## src/rtl/port_wrr_scheduler.sv

```systemverilog
// Per-output-port packet scheduler: picks one of NQ priority queues per packet,
// in weighted round robin or strict priority, and locks the grant until end of packet.
module wrr_credit_cell #(
  parameter logic [3:0] W = 4'd1
) (
  input  logic clk,
  input  logic rst_n,
  input  logic i_reload,
  input  logic i_dec,
  input  logic i_is_win,
  output logic o_nz
);
  localparam logic [3:0] WEFF = (W == 4'd0) ? 4'd1 : W;

  logic [3:0] r_credit;

  always_ff @(posedge clk or negedge rst_n) begin
    if (!rst_n)        r_credit <= WEFF;
    else if (i_reload) r_credit <= i_is_win ? WEFF - 4'd1 : WEFF;
    else if (i_dec)    r_credit <= r_credit - 4'd1;
  end

  assign o_nz = (r_credit != 4'd0);
endmodule

module port_wrr_scheduler #(
  parameter int              NQ      = 8,
  parameter logic [NQ*4-1:0] WEIGHTS = {4'd8,4'd7,4'd6,4'd5,4'd4,4'd3,4'd2,4'd1}
) (
  input  logic                  clk,
  input  logic                  rst_n,
  input  logic [NQ-1:0]         q_nonempty,
  input  logic                  wrr_en,
  input  logic                  ready,
  input  logic                  pkt_done,
  output logic                  sel_vld,
  output logic [$clog2(NQ)-1:0] sel_q,
  output logic                  busy,
  output logic                  round_restart
);
  localparam int QW = $clog2(NQ);

  typedef enum logic [1:0] {IDLE, GRANT, BUSY} state_t;
  state_t r_state;

  logic [NQ-1:0] w_cred_nz;
  logic [NQ-1:0] w_elig;
  logic [NQ-1:0] w_pick_vec;
  logic          w_take;
  logic          w_reload;
  logic [QW-1:0] w_win;

  assign w_elig   = q_nonempty & w_cred_nz;
  assign w_take   = (r_state == IDLE) && ready && (|q_nonempty);
  // Every nonempty queue has spent its credit: start a fresh round.
  assign w_reload = wrr_en && (w_elig == '0);
  assign w_pick_vec = (wrr_en && !w_reload) ? w_elig : q_nonempty;

  always_comb begin
    w_win = '0;
    for (int i = 0; i < NQ; i++)
      if (w_pick_vec[i]) w_win = QW'(i);
  end

  genvar g;
  generate
    for (g = 0; g < NQ; g++) begin : g_cred
      wrr_credit_cell #(.W(WEIGHTS[g*4+:4])) u_cell (
        .clk      (clk),
        .rst_n    (rst_n),
        .i_reload (w_take && w_reload),
        .i_dec    (w_take && wrr_en && !w_reload && (w_win == QW'(g))),
        .i_is_win (w_win == QW'(g)),
        .o_nz     (w_cred_nz[g])
      );
    end
  endgenerate

  always_ff @(posedge clk or negedge rst_n) begin
    if (!rst_n) begin
      r_state       <= IDLE;
      sel_vld       <= 1'b0;
      sel_q         <= '0;
      busy          <= 1'b0;
      round_restart <= 1'b0;
    end else begin
      sel_vld       <= 1'b0;
      round_restart <= 1'b0;
      case (r_state)
        IDLE: if (w_take) begin
          r_state       <= GRANT;
          sel_vld       <= 1'b1;
          sel_q         <= w_win;
          busy          <= 1'b1;
          round_restart <= w_reload;
        end
        GRANT: if (pkt_done) begin
          r_state <= IDLE;
          busy    <= 1'b0;
        end else begin
          r_state <= BUSY;
        end
        BUSY: if (pkt_done) begin
          r_state <= IDLE;
          busy    <= 1'b0;
        end
        default: begin
          r_state <= IDLE;
          busy    <= 1'b0;
        end
      endcase
    end
  end
endmodule

```

## config.mk

```make
export PLATFORM = sky130hd
export DESIGN_NAME = port_wrr_scheduler
export DESIGN_NICKNAME = d
export VERILOG_FILES = /design/src/rtl/port_wrr_scheduler.sv
export SDC_FILE = /design/constraint.sdc
export NUM_CORES = 1
export LEC_CHECK = 0
export CAP_MARGIN = 15
export CORE_MARGIN = 3
export CORE_UTILIZATION = 55
export CTS_BUF_LIST = sky130_fd_sc_hd__clkbuf_2
export CTS_CLUSTER_SIZE = 14
export DETAILED_ROUTE_END_ITERATION = 7
export GPL_ROUTABILITY_DRIVEN = 1
export GPL_TIMING_DRIVEN = 0
export PLACE_DENSITY = 0.82
export SYNTH_ARGS = -nofsm -noshare
export SYNTH_HDL_FRONTEND = slang
export SYNTH_SLANG_ARGS = --single-unit
```

## constraint.sdc

```tcl
create_clock -name clk -period 3.3 [get_ports clk]
set_clock_uncertainty 0.2 [all_clocks]
set_input_delay 0.495 -clock clk [delete_from_list [all_inputs] [get_ports clk]]
set_output_delay 0.495 -clock clk [all_outputs]
set_load 0.02 [all_outputs]
```

==> reports/metrics.yaml <==
run_status:
  status: "finished, final reports clean"
worst_setup_path:
  cp_num_buf_inv: 4
  cp-end-kind: "register"
  start_kind: "register"
  max_stage_delay_ps: 580
  critical_path.max_fanout: 10
  critical_path_required_ps: 3440
  worst_ep_arrival_time_ps: 3350
  cp_common_cell: "buf_4"
  critical_path_class: "register to register"
  cp_top_family: "compound AO/OA/AOI/OAI gates"
  cp_cell_sequence: "inv_1, ha_1, or3b_4, a222oi_1, buf_4, and4_1, buf_4, o21a_4, a211oi_4, buf_6, nand3_2, mux2i_1, a2bb2oi_1"
  slowest_stage: "dfstp_2"
floorplanning:
  core_um2: 4500
  core.rowCount: 24
  die_h_um: 75.4
  io_pins: 19
  die_w_um: 75.4
  die-area_um2: 5680
  initial_core_util: 0.588
clock_tree:
  cts.clk_slew.worst_paths_ps: 210
  root_buffer: "clkbuf_2"
  cts_buffer_depth: 2
  cts.sinks: 40
  cts_tree: "done"
  ctsHtreeMaxLevel: 2
  clk_latency_ps: 400
  numCtsBuffers: 5
synth:
  synth_edf_count: 0
  synth_top_flop_cell: "dfrtp_1"
  async_reset_ff_frac: 1.00
  ys_seq_elements: 40
  netlist_area_um2: 2650
  yosysUniqueCellTypes: 63
  synth_cells: 303
  synth_area_per_cell_um2: 8.73
  seq_area_frac_synth: 0.384
  synth_top_area_frac: 0.255
  ys_top_cells_by_area: "dfrtp_1 (26%), dfstp_2 (13%), ha_1 (6.6%)"
  yosysTopAreaCell: "dfrtp_1"
  synth_fp_nets: 330
  yosysWarnings: 0
detailed_routing:
  wl_per_cell_um: 16.5
  drc: 0
  via_per_inst: 6.18
  ant_nets: 0
  drtIter0Drc: 219
  vias: 2433
  wl_um: 6490
  drtPass1Iterations: 5
global_routing:
  grt_pass1_vias: 2228
  grt_max_degree: 41
  grt_pass1_wl_um: 10800
  antenna_found_initial: 0
  grtUsageTotal: 0.249
  overflow: 0
timing:
  final_hold_viol_count: 0
  finalSetupViolCount: 0
  fin_crit_ps: 3210
  slew_violations: 0
  period_share: 0.972
  worstMarginPinSlew_ps: 649
  fmax_mhz: 312
  tns_ps: 0
  rsz0062_at_grt: "yes"
  relSlewSlack: 0.567
  fin_ws_ps: 91.7
layout:
  drive_gt1_frac: 0.199
  antenna_cells: 0
  fin_nets: 368
  area_growth_pct: 19.1
  layout.cells.non_filler: 394
  nFillCells: 362
power:
  sequentialPowerShare: 0.411
  intPower_mw: 1.18
  p_comb_frac: 0.437
  irDropWorstVdd_uv: 415
  power.share.clock: 0.151
  leakagePower_nw: 1.38
  switching_share: 0.378
  power_density_nw_per_um2: 600
  p_sw_mw: 0.714
place:
  port_buffers: 16
  placedCellCount: 372
  gp_congestion: 0.918
  hpwl_um: 4450
  post-place-ws_ps: -448
job:
  maxCapViolations: 0
hold_path:
  worstHoldPathType: "register to register"
## sequential cells by signal, summed over array words and instances (netlist names)
register	cells
busy	1
g_cred.u_cell.r_credit	32
r_state	2
sel_vld	1
round_restart	1
sel_q	3
## power by group through the flow
stage	clock, mW	combinational, mW	sequential, mW
floorplan	0	0.495	0.795
global placement	0	0.695	0.785
detailed placement	0	0.718	0.790
CTS	0.293	0.760	0.776
global route	0.317	0.939	0.800
finish	0.286	0.826	0.778
## layout by cell type (no fill, tap or decap), drive strengths merged, types with 3 or more instances in the layout
cell type,n
nor3b,3
o21ai,21
or3b,5
ha,14
nand2,23
nor4,3
nand4,6
a21oi,21
mux2i,8
xor2,4
nand3,10
dfstp,13
clkdlybuf4s50,15
dfrtp,27
inv,25
nor2b,4
buf,20
nor2,33
a31oi,5
a2bb2oi,5
clkinv,3
clkbuf,12
o2111ai,3
or3,3
a22oi,3
nor3,12
## final timing paths
path,slack (ps),depth (start not counted),startpoint,to
min,320,1,g_cred[6].u_cell.r_credit[3]$_DFFE_PN0P_,g_cred[6].u_cell.r_credit[3]$_DFFE_PN0P_
max,90,13,g_cred[1].u_cell.r_credit[1]$_DFFE_PN1P_,g_cred[1].u_cell.r_credit[0]$_DFFE_PN0P_
max reg2reg,90,13,g_cred[1].u_cell.r_credit[1]$_DFFE_PN1P_,g_cred[1].u_cell.r_credit[0]$_DFFE_PN0P_
min in group asynchronous,360,3,rst_n,g_cred[0].u_cell.r_credit[1]$_DFFE_PN0P_
min reg2reg,320,1,g_cred[6].u_cell.r_credit[3]$_DFFE_PN0P_,g_cred[6].u_cell.r_credit[3]$_DFFE_PN0P_
max in group asynchronous,2240,3,rst_n,g_cred[6].u_cell.r_credit[0]$_DFFE_PN1P_
## stage by stage
step,util,hold slack [ps],cell area (µm²),total power [mW]
after floorplan,-,-0.591,2650,1.29
after global placement,0.638,281,2870,1.48
after detailed placement,0.641,281,2890,1.51
after CTS,0.671,284,3020,1.83
after global routing,0.700,332,3150,2.06
final,0.700,316,3150,1.89
## cell families after synthesis
family | after synthesis | synth area share
adder cells (fa/ha/maj) | 14 | 0.0662
multiplexers | 8 | 0.0303
buffers and inverters | 38 | 0.0605
AND/OR/NAND/NOR | 114 | 0.228
XOR/XNOR | 6 | 0.0199
AO/OA/AOI/OAI | 83 | 0.210
flip-flops | 40 | 0.384
## what timing repair did
item / in CTS / in global routing
pin swaps: 1 / 8
resized for setup: 9 / 17
buffers inserted: 4 / 9
hold buffers: 1 / 0
endpoints found under the setup margin: 31 / 30
endpoints found under the hold margin: 27 / 0
## cells in the mapped netlist (all sizes together), types with 3 or more instances
cell,n
dfrtp,27
nor3,12
nor2b,4
nand3,10
nand2,23
nor3b,3
dfstp,13
nor4,3
buf,6
a2bb2oi,5
o2111ai,3
inv,25
o21ai,21
a21oi,21
ha,14
xor2,4
nand4,6
clkbuf,6
a31oi,5
or3b,5
nor2,33
mux2i,8
or3,3
a22oi,3
## routing by layer
metal | routed length (µm) | track usage | vias to the layer above
li1 | - | - | 1169
met1 | 2890 | 0.348 | 1167
met2 | 3060 | 0.396 | 85
met3 | 425 | 0.0449 | 12
met4 | 108 | 0.0757 | 0
met5 | 0 | 0 | -
## final cells by class
type	instances	area [µm²]	share of cell area
well taps	52	65.1	0.0206
flip-flops and latches	40	1020	0.323
clock buffers	5	25.0	0.00794
multi-input cells	225	1550	0.493
plain buffers	12	73.8	0.0234
clock inverters	3	37.5	0.0119
inverters	26	97.6	0.0310
repair buffers	31	283	0.0897
Power figures use the tool's default switching activity.
